**config.mk**
```make
export PLATFORM = sky130hd
export DESIGN_NAME = pipe_ctrl
export DESIGN_NICKNAME = d
export VERILOG_FILES = /design/src/rtl/pipe_ctrl_pkg.sv /design/src/rtl/pipe_ctrl_hazard_detect.sv /design/src/rtl/pipe_ctrl.sv
export SDC_FILE = /design/constraint.sdc
export NUM_CORES = 1
export LEC_CHECK = 0
export ABC_AREA = 1
export BUFFER_PORTS_ARGS = -buffer_cell sky130_fd_sc_hd__buf_2
export CAP_MARGIN = 30
export CORE_UTILIZATION = 53
export DETAILED_ROUTE_END_ITERATION = 7
export GPL_TIMING_DRIVEN = 0
export PLACE_DENSITY_LB_ADDON = 0.12
export SETUP_SLACK_MARGIN = 0.4
export SYNTH_ARGS = -nofsm -noshare
export SYNTH_HDL_FRONTEND = slang
export SYNTH_HIERARCHICAL = 1
export SYNTH_SLANG_ARGS = --single-unit
```
**constraint.sdc**
```tcl
create_clock -name clk -period 2.6 [get_ports clk]
set_input_delay 0.39 -clock clk [delete_from_list [all_inputs] [get_ports clk]]
set_output_delay 0.39 -clock clk [all_outputs]
set_load 0.02 [all_outputs]
```
**src/rtl/pipe_ctrl_pkg.sv**
```systemverilog
// rtl/pipe_ctrl_pkg.sv - stall vector layout, stall constants and FSM encoding for pipe_ctrl
package pipe_ctrl_pkg;

  localparam int STALL_W   = 6;
  localparam int STALL_PC  = 0;
  localparam int STALL_IF  = 1;
  localparam int STALL_ID  = 2;
  localparam int STALL_EX  = 3;
  localparam int STALL_MEM = 4;
  localparam int STALL_WB  = 5;

  // Each requester freezes its own stage and everything upstream of it.
  localparam logic [STALL_W-1:0] STALL_NONE     = 6'b000000;
  localparam logic [STALL_W-1:0] STALL_FROM_IF  = 6'b000011;
  localparam logic [STALL_W-1:0] STALL_FROM_ID  = 6'b000111;
  localparam logic [STALL_W-1:0] STALL_FROM_EX  = 6'b001111;
  localparam logic [STALL_W-1:0] STALL_FROM_MEM = 6'b011111;

  localparam logic [31:0] STALL_CNT_MAX = 32'hFFFF_FFFF;

  typedef enum logic [1:0] {
    ST_RUN      = 2'd0,
    ST_FLUSH    = 2'd1,
    ST_REDIRECT = 2'd2
  } state_t;

endpackage

```
**src/rtl/pipe_ctrl_hazard_detect.sv**
```systemverilog
// rtl/pipe_ctrl_hazard_detect.sv - combinational load-use hazard detection between EX and ID
module hazard_detect (
  input  logic       ex_is_load,
  input  logic       ex_wreg,
  input  logic [4:0] ex_wd,
  input  logic [4:0] id_rs,
  input  logic [4:0] id_rt,
  input  logic       id_rs_read,
  input  logic       id_rt_read,
  output logic       load_use
);

  logic rs_hit;
  logic rt_hit;

  assign rs_hit   = id_rs_read && (id_rs == ex_wd);
  assign rt_hit   = id_rt_read && (id_rt == ex_wd);
  // r0 is hardwired zero, so a load targeting it never creates a dependency.
  assign load_use = ex_is_load && ex_wreg && (ex_wd != 5'd0) && (rs_hit || rt_hit);

endmodule

```
**src/rtl/pipe_ctrl.sv**
```systemverilog
// rtl/pipe_ctrl.sv - pipeline stall/flush controller with exception redirect and stall counter
module pipe_ctrl
  import pipe_ctrl_pkg::*;
(
  input  logic               clk,
  input  logic               rst,
  input  logic               stallreq_if,
  input  logic               stallreq_id,
  input  logic               stallreq_ex,
  input  logic               stallreq_mem,
  input  logic               ex_is_load,
  input  logic               ex_wreg,
  input  logic [4:0]         ex_wd,
  input  logic [4:0]         id_rs,
  input  logic [4:0]         id_rt,
  input  logic               id_rs_read,
  input  logic               id_rt_read,
  input  logic               excp_req,
  input  logic [31:0]        excp_vec,
  output logic [STALL_W-1:0] stall,
  output logic               flush,
  output logic               new_pc_valid,
  output logic [31:0]        new_pc,
  output logic [31:0]        stall_cnt
);

  state_t      state;
  state_t      state_nxt;
  logic        load_use;
  logic        excp_take;
  logic [31:0] new_pc_q;
  logic [31:0] stall_cnt_q;

  hazard_detect u_hazard_detect (
    .ex_is_load (ex_is_load),
    .ex_wreg    (ex_wreg),
    .ex_wd      (ex_wd),
    .id_rs      (id_rs),
    .id_rt      (id_rt),
    .id_rs_read (id_rs_read),
    .id_rt_read (id_rt_read),
    .load_use   (load_use)
  );

  always_ff @(posedge clk) begin
    if (rst) begin
      state    <= ST_RUN;
      new_pc_q <= 32'd0;
    end else begin
      state <= state_nxt;
      if (excp_take) begin
        new_pc_q <= excp_vec;
      end
    end
  end

  // A pending bus wait blocks exception entry so MEM never flushes mid-access.
  always_comb begin
    state_nxt = state;
    stall     = STALL_NONE;
    excp_take = 1'b0;
    case (state)
      ST_RUN: begin
        if (stallreq_mem) begin
          stall = STALL_FROM_MEM;
        end else if (stallreq_ex) begin
          stall = STALL_FROM_EX;
        end else if (stallreq_id || load_use) begin
          stall = STALL_FROM_ID;
        end else if (stallreq_if) begin
          stall = STALL_FROM_IF;
        end
        if (excp_req && !stallreq_mem) begin
          excp_take = 1'b1;
          state_nxt = ST_FLUSH;
        end
      end
      ST_FLUSH:    state_nxt = ST_REDIRECT;
      ST_REDIRECT: state_nxt = ST_RUN;
      default:     state_nxt = ST_RUN;
    endcase
    if (rst) begin
      stall     = STALL_NONE;
      excp_take = 1'b0;
    end
  end

  always_ff @(posedge clk) begin
    if (rst) begin
      stall_cnt_q <= 32'd0;
    end else if (stall[STALL_PC] && (stall_cnt_q != STALL_CNT_MAX)) begin
      stall_cnt_q <= stall_cnt_q + 32'd1;
    end
  end

  assign flush        = (state == ST_FLUSH);
  assign new_pc_valid = (state == ST_REDIRECT);
  assign new_pc       = new_pc_q;
  assign stall_cnt    = stall_cnt_q;

endmodule

```
Yosys cells after proc, flatten, opt, wreduce, memory -nomap -nowiden

Index checks and enable logic that the tools add are counted.

Bits of input ports: 58
Output and inout bits: 72
Register bits: 66
Logic and storage cells: 33

Muxes and demuxes: 11
Add/sub/neg operators: 1
Equal/unequal tests: 6
Reductions and logical operators: 12

Operators with widths:

| cell                    | number |
|---|---|
| $add A32 B1 Y32 const B | 1 |
| $ne A32 B32 Y1 const B  | 1 |
| $eq A5 B5 Y1            | 2 |
| $mux W5                 | 2 |
| $logic_and A1 B1 Y1     | 7 |
| $mux W6                 | 1 |
| $reduce_bool A5 Y1      | 1 |
| $mux W2                 | 2 |
| $mux W4                 | 1 |
| $pmux W2 S2             | 1 |
| $mux W1                 | 3 |
| $mux W3                 | 1 |
| $eq A2 B1 Y1 const B    | 1 |
| $eq A2 B2 Y1 const B    | 1 |
| $logic_not A2 Y1        | 1 |
| $logic_or A1 B1 Y1      | 2 |
| $ne A2 B2 Y1 const B    | 1 |
| $logic_not A1 Y1        | 1 |

Longest topological paths before layout

Gate-level depths: netlist of the first run.

Depth in word-level cells: 11
Gate-level depth with buffers: 15
Depth with buffers taken out: 15

Hierarchy

The synthesis of the first run kept the hierarchy.

By module, submodules not included:

| module        | area each (sq um) | cells each | times used | sequential area each (sq um) |
|---|---|---|---|---|
| pipe_ctrl     | 3,140.5           | 470        | 1          | 1,321.3 |
| hazard_detect | 217.7             | 55         | 1          | 0.0 |

Worst setup path before layout of the first run

OpenSTA, ideal clock, no wires.

Path type: input to output
Start point: input ex_wd[2]
End point: output stall[1]
Buffers on the path: 1
Stages on the path: 10
Data arrival time: 1,326 ps
Data required time: 2,210 ps
Slack: 884 ps
Path through: inv_1 > nor2_1 > a21oi_1 > nand3_1 > a21oi_1 > nor2_1 > nand2_1 > nand2_1 > nand2_4 > buf_4

Cells in the longest elaborated chain, start to end: 10
Elaborated cells between the ends (all ways): 14

RTL lines:

| what                                   | RTL line                                                     | source |
|---|---|---|
| start: declaration                     | pipe_ctrl.sv:13                                              | `input logic [4:0] ex_wd,` |
| $eq A5 B5 Y1 (on tied branches)        | pipe_ctrl_hazard_detect.sv:16, pipe_ctrl_hazard_detect.sv:17 |  |
| $logic_and A1 B1 Y1 (on tied branches) | pipe_ctrl_hazard_detect.sv:16, pipe_ctrl_hazard_detect.sv:17 |  |
| $logic_or A1 B1 Y1                     | pipe_ctrl_hazard_detect.sv:19                                | `assign load_use = ex_is_load && ex_wreg && (ex_wd != 5'd0) && (rs_hit \|\| rt_hit);` |
| $logic_and A1 B1 Y1 *                  | pipe_ctrl_hazard_detect.sv:19                                |  |
| via load_use                           | pipe_ctrl.sv:29                                              | `logic load_use;` |
| $logic_or A1 B1 Y1 *                   | pipe_ctrl.sv:68                                              | `end else if (stallreq_id \|\| load_use) begin` |
| $mux W3 *                              | pipe_ctrl.sv:68                                              |  |
| $mux W4 *                              | pipe_ctrl.sv:66                                              | `end else if (stallreq_ex) begin` |
| $mux W5 *                              | pipe_ctrl.sv:64                                              | `if (stallreq_mem) begin` |
| $mux W5 *                              | pipe_ctrl.sv:62                                              | `case (state)` |
| $mux W6 *                              | pipe_ctrl.sv:82                                              | `if (rst) begin` |
| end: declaration                       | pipe_ctrl.sv:20                                              | `output logic [STALL_W-1:0] stall,` |

Mark *: on every way through the listed nets, which the timed path passes. The rest lies on a longest branch.

Final worst setup path of the first run

Start point: input ex_wd[4]
End point: output stall[1]

The elaborated chain is that of the path after synthesis.

==> results of run 1 <==
-- layer usage --
metal | global-route usage, % | vias to the layer above | share of wire, %
met2 | 47.3 | 135 | 46
met1 | 34.1 | 1634 | 44
met5 | 0 | - | 0
met3 | 9.44 | 16 | 8.2
met4 | 10.0 | 0 | 1.5
li1 | - | 1933 | -
-- stage by stage --
stage | setup slack (ns) | instances
finish | 0.587 | 745
detailed placement | 0.471 | 728
CTS | 0.518 | 744
global placement | 0.505 | 728
global route | 0.462 | 745
floorplan | 0.884 | 525
-- what timing repair did --
item | CTS | global route
hold buffers | 0 | 0
resized for setup | 0 | 0
setup buffers | 0 | 1
hold endpoints to repair | 0 | 0
endpoints found under the setup margin | 0 | 1
-- logic make-up after synthesis --
logic type               Yosys count  synth area share, %
XOR/XNOR                           7                 1.83
buffers and inverters             55                 7.27
adder cells (fa/ha/maj)            1                0.373
AO/OA/AOI/OAI                     67                 9.99
flip-flops                        66                 39.3
other                              1                0.112
AND/OR/NAND/NOR                  328                 41.1
-- flip-flops by register name, indices dropped and copies added, names as in the netlist --
register	flops
state	2
stall_cnt	32
new_pc	32
-- cell type report --
cell class                      count  area [um^2]  share of cell area, %
Clock buffer                       11          131                   3.03
Multi-Input combinational cell    404         1790                   41.4
Tap cell                           75         93.8                   2.17
Inverter                           37          139                   3.20
Timing Repair Buffer              129          648                   15.0
Buffer                             18          105                   2.42
Clock inverter                      5          103                   2.37
Sequential cell                    66         1320                   30.5
-- worst max-delay path, delay by kind of cell --
kind / cells / cell delay [ns]
compound gates: 1 / 0.05
buf+inv: 3 / 0.39
simple gates: 7 / 0.79
-- power groups by stage --
stage / clock network [mW] / logic (mW) / registers, mW
2_1_floorplan: 0 / 0.133 / 1.12
3_3_place_gp: 0 / 0.274 / 1.08
4_1_cts: 1.04 / 0.281 / 1.06
3_5_place_dp: 0 / 0.280 / 1.08
5_1_grt: 1.10 / 0.317 / 1.06
6_report: 1.04 / 0.283 / 1.06
-- path summary, 6_finish.rpt --
kind                           endpoint  slack (ns)  depth (start not counted)
max                            stall[1]        0.59                         11
min             new_pc[30]$_SDFFE_PP0P_        0.29                          3
max reg2reg  stall_cnt[14]$_SDFFE_PP0P_        0.76                         10
min reg2reg     new_pc[14]$_SDFFE_PP0P_        0.48                          2
-- placed cells by master, fill, tap and decap left out --
cell type   instances
xor2_1              5
nor2_2              4
nor2_4              2
a21oi_1            31
buf_6               3
nand2_4             2
clkinv_2            1
dfxtp_1            66
nand2_1           118
ha_1                1
inv_1              27
buf_4               3
buf_1               1
xnor2_1             2
nand3_1            31
inv_2              10
nor3_1              3
o21ai_0            36
bufinv_16           3
clkbuf_8            9
nand4_1             6
nand3_4             1
clkinvlp_4          1
nor2_8              1
clkbuf_1            8
nand3_2             1
nand2_2             6
conb_1              1
buf_2             134
nor2_1            153
==> impl_metrics.json, run 1 <==
{
  "fin_total_pwr_mw": 2.38,
  "switchingPower_uw": 594,
  "synth_edf_count": 0,
  "synth_top_area_share_pct": 39.3,
  "grt_start_max_net_pins": 12,
  "start_util_pct": 55.7,
  "path_clk_slew_ns": 0.07,
  "syn_avg_cell_area_um2": 6.40,
  "stdcell_area_um2": 4330,
  "crit_chain": "buf_2 -> nor3_1 -> nand3_1 -> nand3_1 -> a21oi_1 -> nor2_1 -> nand2_1 -> nand2_1 -> nand2_4 -> buf_4 -> buf_2",
  "yosysSeqAreaShare_pct": 39.3,
  "tns_ns": 0,
  "drc": 0,
  "leakage_nw": 2.06,
  "crit_start": "ex_wd[4]",
  "crit_slowest_cell": "nor3_1",
  "drt_iter0_markers": 227,
  "hold-worst-slack_ns": 0.288,
  "cp-start-kind": "input pin",
  "die_area_um2": 6660,
  "syn-num-nets": 584,
  "crit_type": "in -> out",
  "cts_tree": "yes",
  "syn_inst": 525,
  "synth_ff_type": "dfxtp_1",
  "power.share.switching_pct": 25.0,
  "clk_latency_ns": 0.35,
  "yosys_register_bits": 66,
  "yosys-top-cells-area": "dfxtp_1, nor2_1, nand2_1",
  "max_stage_delay_ns": 0.18,
  "peakVddDrop_v": 0.000419,
  "drt_wl_total_um": 8950,
  "grt_pass1_wl_um": 14300,
  "nNetsFinal": 724,
  "syn_area_um2": 3360,
  "clkSinkCount": 66,
  "grt_pass1_vias": 3301,
  "synth_cell_types": 26,
  "io_pins": 130,
  "synth-async-reset-ratio_pct": 0,
  "rsz0062_at_grt": "no",
  "drt-vias-per-instance": 4.99,
  "power_density_nw_per_um2": 549,
  "setup_viol": 0,
  "vias": 3718,
  "htreeDepth": 3,
  "fin_util_pct": 71.9,
  "yosysTopAreaCell": "dfxtp_1",
  "nFillCells": 534,
  "synth_warnings": 6,
  "areaGrowthSynthToFinish_pct": 29.1,
  "grt_overflow": 0,
  "p_clk_share_pct": 43.6,
  "cp_max_fo": 4,
  "routabilityCongestion": 0.884,
  "cap_violations": 0,
  "firstDrtPassIters": 5,
  "finClkSkew_ns": 0.0101,
  "comb_power_share_pct": 11.9,
  "die_height_um": 81.6,
  "rr_startpoint": "stall_cnt[0]$_SDFFE_PP0P_",
  "seq_power_share_pct": 44.5,
  "fin_crit_sh_pct": 77.4,
  "p_int_mw": 1.79,
  "fp.dieW_um": 81.6,
  "finalHoldViolations": 0,
  "track_usage_pct": 28.4,
  "drtAntennaViolNets": 0,
  "end_kind": "primary output",
  "drive_gt1_share_pct": 27.0,
  "dpl_cell_area_um2": 4090,
  "synth_most_common_cell": "nor2_1",
  "arrival_ns": 1.62,
  "min_from": "excp_vec[30]",
  "diodes": 0,
  "fmax_mhz": 497,
  "drt-wirelength-per-cell_um": 12.0,
  "ctsLongestPathBuffers": 2,
  "rows": 28,
  "cts_buffers": 9,
  "status": "finished, final reports clean",
  "antenna_found_initial": 0,
  "dp_hpwl_um": 6640,
  "finalWorstPathRequiredPeriod_ns": 2.01,
  "hold_path.class": "in -> reg",
  "root_buffer": "clkbuf_8",
  "io_buffers": 128,
  "core_area_um2": 6030,
  "yosys-top-cells-count": "nor2_1, nand2_1, dfxtp_1",
  "slew_viol_final": 0,
  "crit_required_ns": 2.21
}
No activity file was read; power rests on OpenSTA's default activity.
==> inputs of run 2 (changes only) <==
--- a/config.mk
+++ b/config.mk
@@ -5,10 +5,10 @@
 export SDC_FILE = /design/constraint.sdc
 export NUM_CORES = 1
 export LEC_CHECK = 0
-export ABC_AREA = 1
+export ABC_AREA = 0
 export BUFFER_PORTS_ARGS = -buffer_cell sky130_fd_sc_hd__buf_2
 export CAP_MARGIN = 30
-export CORE_UTILIZATION = 53
+export CORE_UTILIZATION = 42
 export DETAILED_ROUTE_END_ITERATION = 7
 export GPL_TIMING_DRIVEN = 0
 export PLACE_DENSITY_LB_ADDON = 0.12
==> constraint.sdc (replaced) <==
create_clock -name clk -period 1.7 [get_ports clk]
set_input_delay 0.255 -clock clk [delete_from_list [all_inputs] [get_ports clk]]
set_output_delay 0.255 -clock clk [all_outputs]
set_load 0.02 [all_outputs]
==> run 2 against run 1 <==
  * The run now ends with setup timing left
  * Synthesized cell count is 31% lower
  * Count of clock-buffer cells in the layout is 1 lower
  * Die area is 10% higher
  * Clock skew is 0.0021 ns higher
  * Critical endpoint is now stall_cnt[4]$_SDFFE_PP0P_
  * Routed wire length is 26% higher
==> impl_metrics.json, run 2 <==
{
  "synth_warnings": 6,
  "drt-wirelength-per-cell_um": 18.2,
  "layout_commonest_cell": "buf_2",
  "io_pins": 130,
  "fp.dieW_um": 85.6,
  "crit_required_ns": 1.98,
  "ctsLongestPathBuffers": 2,
  "drt-vias-per-instance": 5.65,
  "yosysSeqAreaShare_pct": 45.0,
  "setup_viol": 35,
  "synth_cell_types": 41,
  "rows": 30,
  "yosys_register_bits": 66,
  "multi_input_area_um2": 2220,
  "synth-async-reset-ratio_pct": 0,
  "drt_iter0_markers": 177,
  "slew_viol_final": 0,
  "drive_gt1_share_pct": 66.5,
  "min_from": "excp_vec[16]",
  "dp_hpwl_um": 5920,
  "cp-start-kind": "flip-flop",
  "hold_path.class": "in -> reg",
  "cts_tree": "yes",
  "seqCellArea_um2": 1350,
  "synth_most_common_cell": "nand2_1",
  "clkSinkCount": 66,
  "firstDrtPassIters": 4,
  "vias": 3507,
  "fmax_mhz": 438,
  "power_density_nw_per_um2": 716,
  "root_buffer": "clkbuf_8",
  "cap_violations": 0,
  "seq_power_share_pct": 42.1,
  "path_clk_slew_ns": 0.09,
  "grt_pass1_wl_um": 14400,
  "status": "finished, violations left",
  "crit_type": "reg -> reg",
  "drtAntennaViolNets": 0,
  "grt_pass1_vias": 2984,
  "p_int_mw": 2.76,
  "routabilityCongestion": 0.779,
  "end_kind": "flip-flop",
  "cts_buffers": 9,
  "drc": 0,
  "power.share.switching_pct": 28.0,
  "diodes": 0,
  "rsz0062_at_grt": "yes",
  "clk_latency_ns": 0.37,
  "nNetsFinal": 595,
  "yosysTopAreaCell": "dfxtp_1",
  "fin_crit_sh_pct": 134,
  "syn_area_um2": 2940,
  "tns_ns": -16.61,
  "arrival_ns": 2.56,
  "switchingPower_mw": 1.07,
  "reg2reg_depth": 9,
  "grt_start_max_net_pins": 13,
  "postCtsHoldBufs": 0,
  "htreeDepth": 3,
  "final_cell_mix": "buf_2, dfxtp_1, nand2_4",
  "hold_path_end": "new_pc[16]$_SDFFE_PP0P_",
  "fin_ws_ns": -0.582,
  "antenna_found_initial": 0,
  "violations": "setup timing",
  "r2r-end": "stall_cnt[4]$_SDFFE_PP0P_",
  "rr_startpoint": "stall_cnt[0]$_SDFFE_PP0P_",
  "worstMarginPinSlew_ns": 0.677,
  "cp_max_fo": 6,
  "syn_inst": 360,
  "hold-worst-slack_ns": 0.117,
  "comb_power_share_pct": 16.9,
  "reg2reg_slack_ns": -0.58,
  "die_height_um": 85.6,
  "start_util_pct": 43.5,
  "nFillCells": 400,
  "holdPathStages": 3,
  "syn_avg_cell_area_um2": 8.16,
  "leakage_nw": 2.26,
  "die_area_um2": 7330,
  "finalWorstPathRequiredPeriod_ns": 2.28,
  "synth_ff_type": "dfxtp_1",
  "yosys-top-cells-count": "nand2_1, dfxtp_1, a21oi_1",
  "areaGrowthSynthToFinish_pct": 82.2,
  "core_area_um2": 6760,
  "track_usage_pct": 24.8,
  "synth_top_area_share_pct": 45.0,
  "peakVddDrop_v": 0.000721,
  "synth_edf_count": 0,
  "yosys-top-cells-area": "dfxtp_1, nand2_1, a21oi_1",
  "slew_headroom_pct": 54.8,
  "syn-num-nets": 419,
  "drt_wl_total_um": 11300,
  "io_buffers": 128,
  "grt_overflow": 0,
  "p_clk_share_pct": 40.9,
  "finClkSkew_ns": 0.0122,
  "finalHoldViolations": 0
}
-- run 2: changes by cell type in the layout (fill, tap and decap cells not counted), moves of 34 or more --
cell / delta
o21ai_0: -34
a21oi_2: +39
nand2_1: -100
nor2_1: -140
nand2_4: +40
-- run 2: through the flow --
stage,worst slack [ns],total power [mW],std cells,cell area (um^2),utilization [%]
detailed placement,-0.992,2.00,568,3750,55.5
floorplan,-0.695,1.84,360,3010,-
finish,-0.582,3.83,621,5350,79.2
CTS,-0.546,3.63,606,4590,67.9
global route,-0.639,3.93,621,5350,79.2
global placement,-0.958,1.99,568,3750,55.5
-- run 2: timing repair --
action                                  CTS  global route
gates cloned                              4             5
buffers inserted                         18            10
pin swaps                                57            79
endpoints found under the setup margin   70            75
gates resized for setup                 122           155
-- run 2: critical path: stages (launching register included) --
cell and delay, ns:
dfxtp_4 0.39, ha_2 0.23, nand3_1 0.14, or3_4 0.39, o31ai_4 0.37, buf_6 0.22, buf_12 0.11, buf_16 0.11
o21ai_2 0.06, a21oi_1 0.17
-- run 2: worst max path at each step --
stage | from | end | cells past startpoint
2_1_floorplan | ex_wd[3] | stall_cnt[9]$_SDFFE_PP0P_ | 8
3_3_place_gp | ex_wd[3] | stall_cnt[27]$_SDFFE_PP0P_ | 10
3_5_place_dp | ex_wd[3] | stall_cnt[27]$_SDFFE_PP0P_ | 10
4_1_cts | ex_wd[3] | stall[1] | 8
5_1_grt | stall_cnt[0]$_SDFFE_PP0P_ | stall_cnt[4]$_SDFFE_PP0P_ | 9
6_report | stall_cnt[0]$_SDFFE_PP0P_ | stall_cnt[4]$_SDFFE_PP0P_ | 9
-- run 2: layout make-up --
type                       count  area share, %
clock buffer                  10           2.57
timing repair buffer         165           22.0
buffer                        21           4.30
tap                           80           1.87
clock inverter                 6           1.68
multi-input combinational    265           41.6
inverter                       8          0.795
sequential                    66           25.2
-- run 2: cell families after synthesis --
logic type	share of synthesized area, %
flops	45.0
simple gates	26.8
compound gates	17.4
fa+ha+maj	0.426
buf+inv	4.51
mux	2.21
xor+xnor	3.58
other cells	0.128
-- run 2: power groups by stage --
stage / logic [mW] / clock network [mW] / registers (mW)
after floorplan: 0.169 / 0 / 1.67
after detailed placement: 0.363 / 0 / 1.63
after global routing: 0.678 / 1.64 / 1.62
final: 0.649 / 1.57 / 1.61
after global placement: 0.359 / 0 / 1.63
after CTS: 0.499 / 1.53 / 1.60
-- run 2: routing by layer --
metal	track usage [%]	up-vias	routed length, um
li1	-	1627	-
met1	31.4	1688	4470
met2	41.5	156	5720
met3	5.10	36	691
met4	9.55	0	434
met5	0	-	0
==> inputs of run 3 (changes only) <==
==> constraint.sdc (replaced) <==
create_clock -name clk -period 1.7 [get_ports clk]
set_input_delay 0.34 -clock clk [delete_from_list [all_inputs] [get_ports clk]]
set_output_delay 0.34 -clock clk [all_outputs]
set_load 0.02 [all_outputs]
==> run 3 against run 2 <==
  * Setup slack got worse by 0.16 ns
  * Sequential cell count unchanged
  * First-iteration DRC count increased by 2.8%
  * Non-clock buffer count decreased by 4
  * Hold slack improved by 0.098 ns
  * The run still ends with setup timing left
  * Critical endpoint is now stall[1]
  * Clock skew decreased by 0.0022 ns
  * Critical path depth decreased by 1
  * Total power decreased by 0.71%
  * Combinational power decreased by 11%
==> impl_metrics.json, run 3 (synthesis results as in run 2) <==
{
  "crit_slowest_cell": "or4_4",
  "path_clk_slew_ns": 0.08,
  "grt_start_max_net_pins": 13,
  "final_cell_mix": "buf_2, nand2_1, dfxtp_1",
  "max_stage_delay_ns": 0.53,
  "r2r-end": "stall_cnt[6]$_SDFFE_PP0P_",
  "die_area_um2": 7330,
  "fin_crit_sh_pct": 143,
  "rows": 30,
  "clkSinkCount": 66,
  "vias": 3345,
  "slew_headroom_pct": 61.3,
  "die_height_um": 85.6,
  "dp_hpwl_um": 5830,
  "crit_required_ns": 1.36,
  "core_area_um2": 6760,
  "holdPathStages": 3,
  "drt-vias-per-instance": 5.42,
  "grt_pass1_wl_um": 14600,
  "drive_gt1_share_pct": 62.9,
  "nFillCells": 493,
  "rsz0062_at_grt": "yes",
  "rr_startpoint": "stall_cnt[0]$_SDFFE_PP0P_",
  "end_kind": "primary output",
  "cp_max_fo": 4,
  "drtAntennaViolNets": 0,
  "dpl_cell_area_um2": 3750,
  "finalHoldViolations": 0,
  "io_buffers": 128,
  "postCtsHoldBufs": 0,
  "grt_pass1_vias": 3056,
  "finClkSkew_ns": 0.00999,
  "worstMarginPinSlew_ns": 0.580,
  "cp_common_cell": "or4_4",
  "hold_path.class": "in -> reg",
  "io_pins": 130,
  "fmax_mhz": 410,
  "reg2reg_slack_ns": -0.61,
  "htreeDepth": 3,
  "slew_viol_final": 0,
  "crit_chain": "buf_8 -> or4_4 -> o211ai_2 -> a21oi_2 -> or4_4 -> o21a_4 -> buf_4 -> buf_6",
  "violations": "setup timing",
  "drt-wirelength-per-cell_um": 15.9,
  "power_density_nw_per_um2": 752,
  "ctsLongestPathBuffers": 2,
  "routabilityCongestion": 0.757,
  "leakage_nw": 2.11,
  "areaGrowthSynthToFinish_pct": 72.2,
  "cap_violations": 0,
  "status": "finished, violations left",
  "fp.dieW_um": 85.6,
  "drt_wl_total_um": 9790,
  "antenna_found_initial": 0,
  "nNetsFinal": 591,
  "hold_path_end": "new_pc[17]$_SDFFE_PP0P_",
  "place_ws_ns": -1.06,
  "cp-start-kind": "input pin",
  "layout_commonest_cell": "buf_2",
  "track_usage_pct": 25.2,
  "reg2reg_depth": 9,
  "drc": 0,
  "fin_cells": 617,
  "min_from": "excp_vec[17]",
  "firstDrtPassIters": 4,
  "stdcell_area_um2": 5060,
  "diodes": 0,
  "start_util_pct": 43.5,
  "fin_ws_ns": -0.738,
  "crit_type": "in -> out",
  "cts_buffers": 9,
  "cts_tree": "yes",
  "setup_viol": 35,
  "finalWorstPathRequiredPeriod_ns": 2.44,
  "clk_latency_ns": 0.35,
  "drt_iter0_markers": 182,
  "peakVddDrop_v": 0.000584,
  "grt_overflow": 0,
  "dp_cells": 568,
  "root_buffer": "clkbuf_8",
  "arrival_ns": 2.10
}
[run 3: changes by cell type in the layout (fill, tap and decap cells not counted), moves of 4 or more]
cell / change
a21oi_1: +14
a21oi_2: -14
clkbuf_16: -5
dfxtp_1: -14
dfxtp_2: +9
dfxtp_4: +5
nand2_1: +18
nand2_2: +12
nand2_4: -30
o31ai_4: +4
[run 3: layout make-up]
cell class	count	area (um^2)	area share, %
inverter	8	30.0	0.593
timing repair buffer	161	1090	21.6
clock buffer	10	128	2.52
multi-input combinational	265	2020	39.9
sequential	66	1380	27.3
buffer	21	198	3.91
clock inverter	6	114	2.25
tap	80	100	1.98
[run 3: repair_timing]
item | CTS | global route
gates resized for setup | 157 | 73
endpoints found under the setup margin | 91 | 86
pin swaps | 51 | 22
buffers inserted | 22 | 5
gates cloned | 6 | 0
[run 3: routing by layer]
layer	track usage, %	share of wire, %	vias to the layer above
met2	41.7	50	108
met1	32.0	44	1602
met5	0	0	-
met4	9.70	1.3	0
met3	5.77	5.3	13
li1	-	-	1622
[run 3: where the power goes]
| group | switching, mW | internal, mW |
|---|---|---|
| clock | 0.655 | 0.980 |
| combinational | 0.299 | 0.277 |
| sequential | 0.0255 | 1.57 |
| total | 0.979 | 2.83 |
[run 3: worst max path at each step]
| stage | from | cells after the start | slack (ns) | to |
|---|---|---|---|---|
| 6_report | ex_wd[3] | 8 | -0.74 | stall[1] |
| 2_1_floorplan | ex_wd[3] | 8 | -0.78 | stall_cnt[9]$_SDFFE_PP0P_ |
| 5_1_grt | ex_wd[3] | 8 | -0.79 | stall[1] |
| 4_1_cts | ex_wd[3] | 8 | -0.72 | stall[1] |
| 3_3_place_gp | ex_wd[3] | 10 | -1.05 | stall_cnt[27]$_SDFFE_PP0P_ |
| 3_5_place_dp | ex_wd[3] | 10 | -1.06 | stall_cnt[27]$_SDFFE_PP0P_ |
[run 3: per-stage QoR]
step                power (mW)  util (%)  setup TNS, ns  hold WS [ns]
floorplan                 1.84         -         -21.50         0.476
global placement          1.99      55.6         -32.64         0.439
detailed placement        2.00      55.6         -33.36         0.443
CTS                       3.78      70.5         -17.67         0.204
global route              3.92      74.9         -22.38         0.207
finish                    3.80      74.9         -19.99         0.215
[run 3: worst max-delay path: cells and delay by family]
kind | cells | cell delay (ns)
and+or+nand+nor | 2 | 0.96
AOI/OAI and AO/OA | 3 | 0.44
buffers and inverters | 3 | 0.36
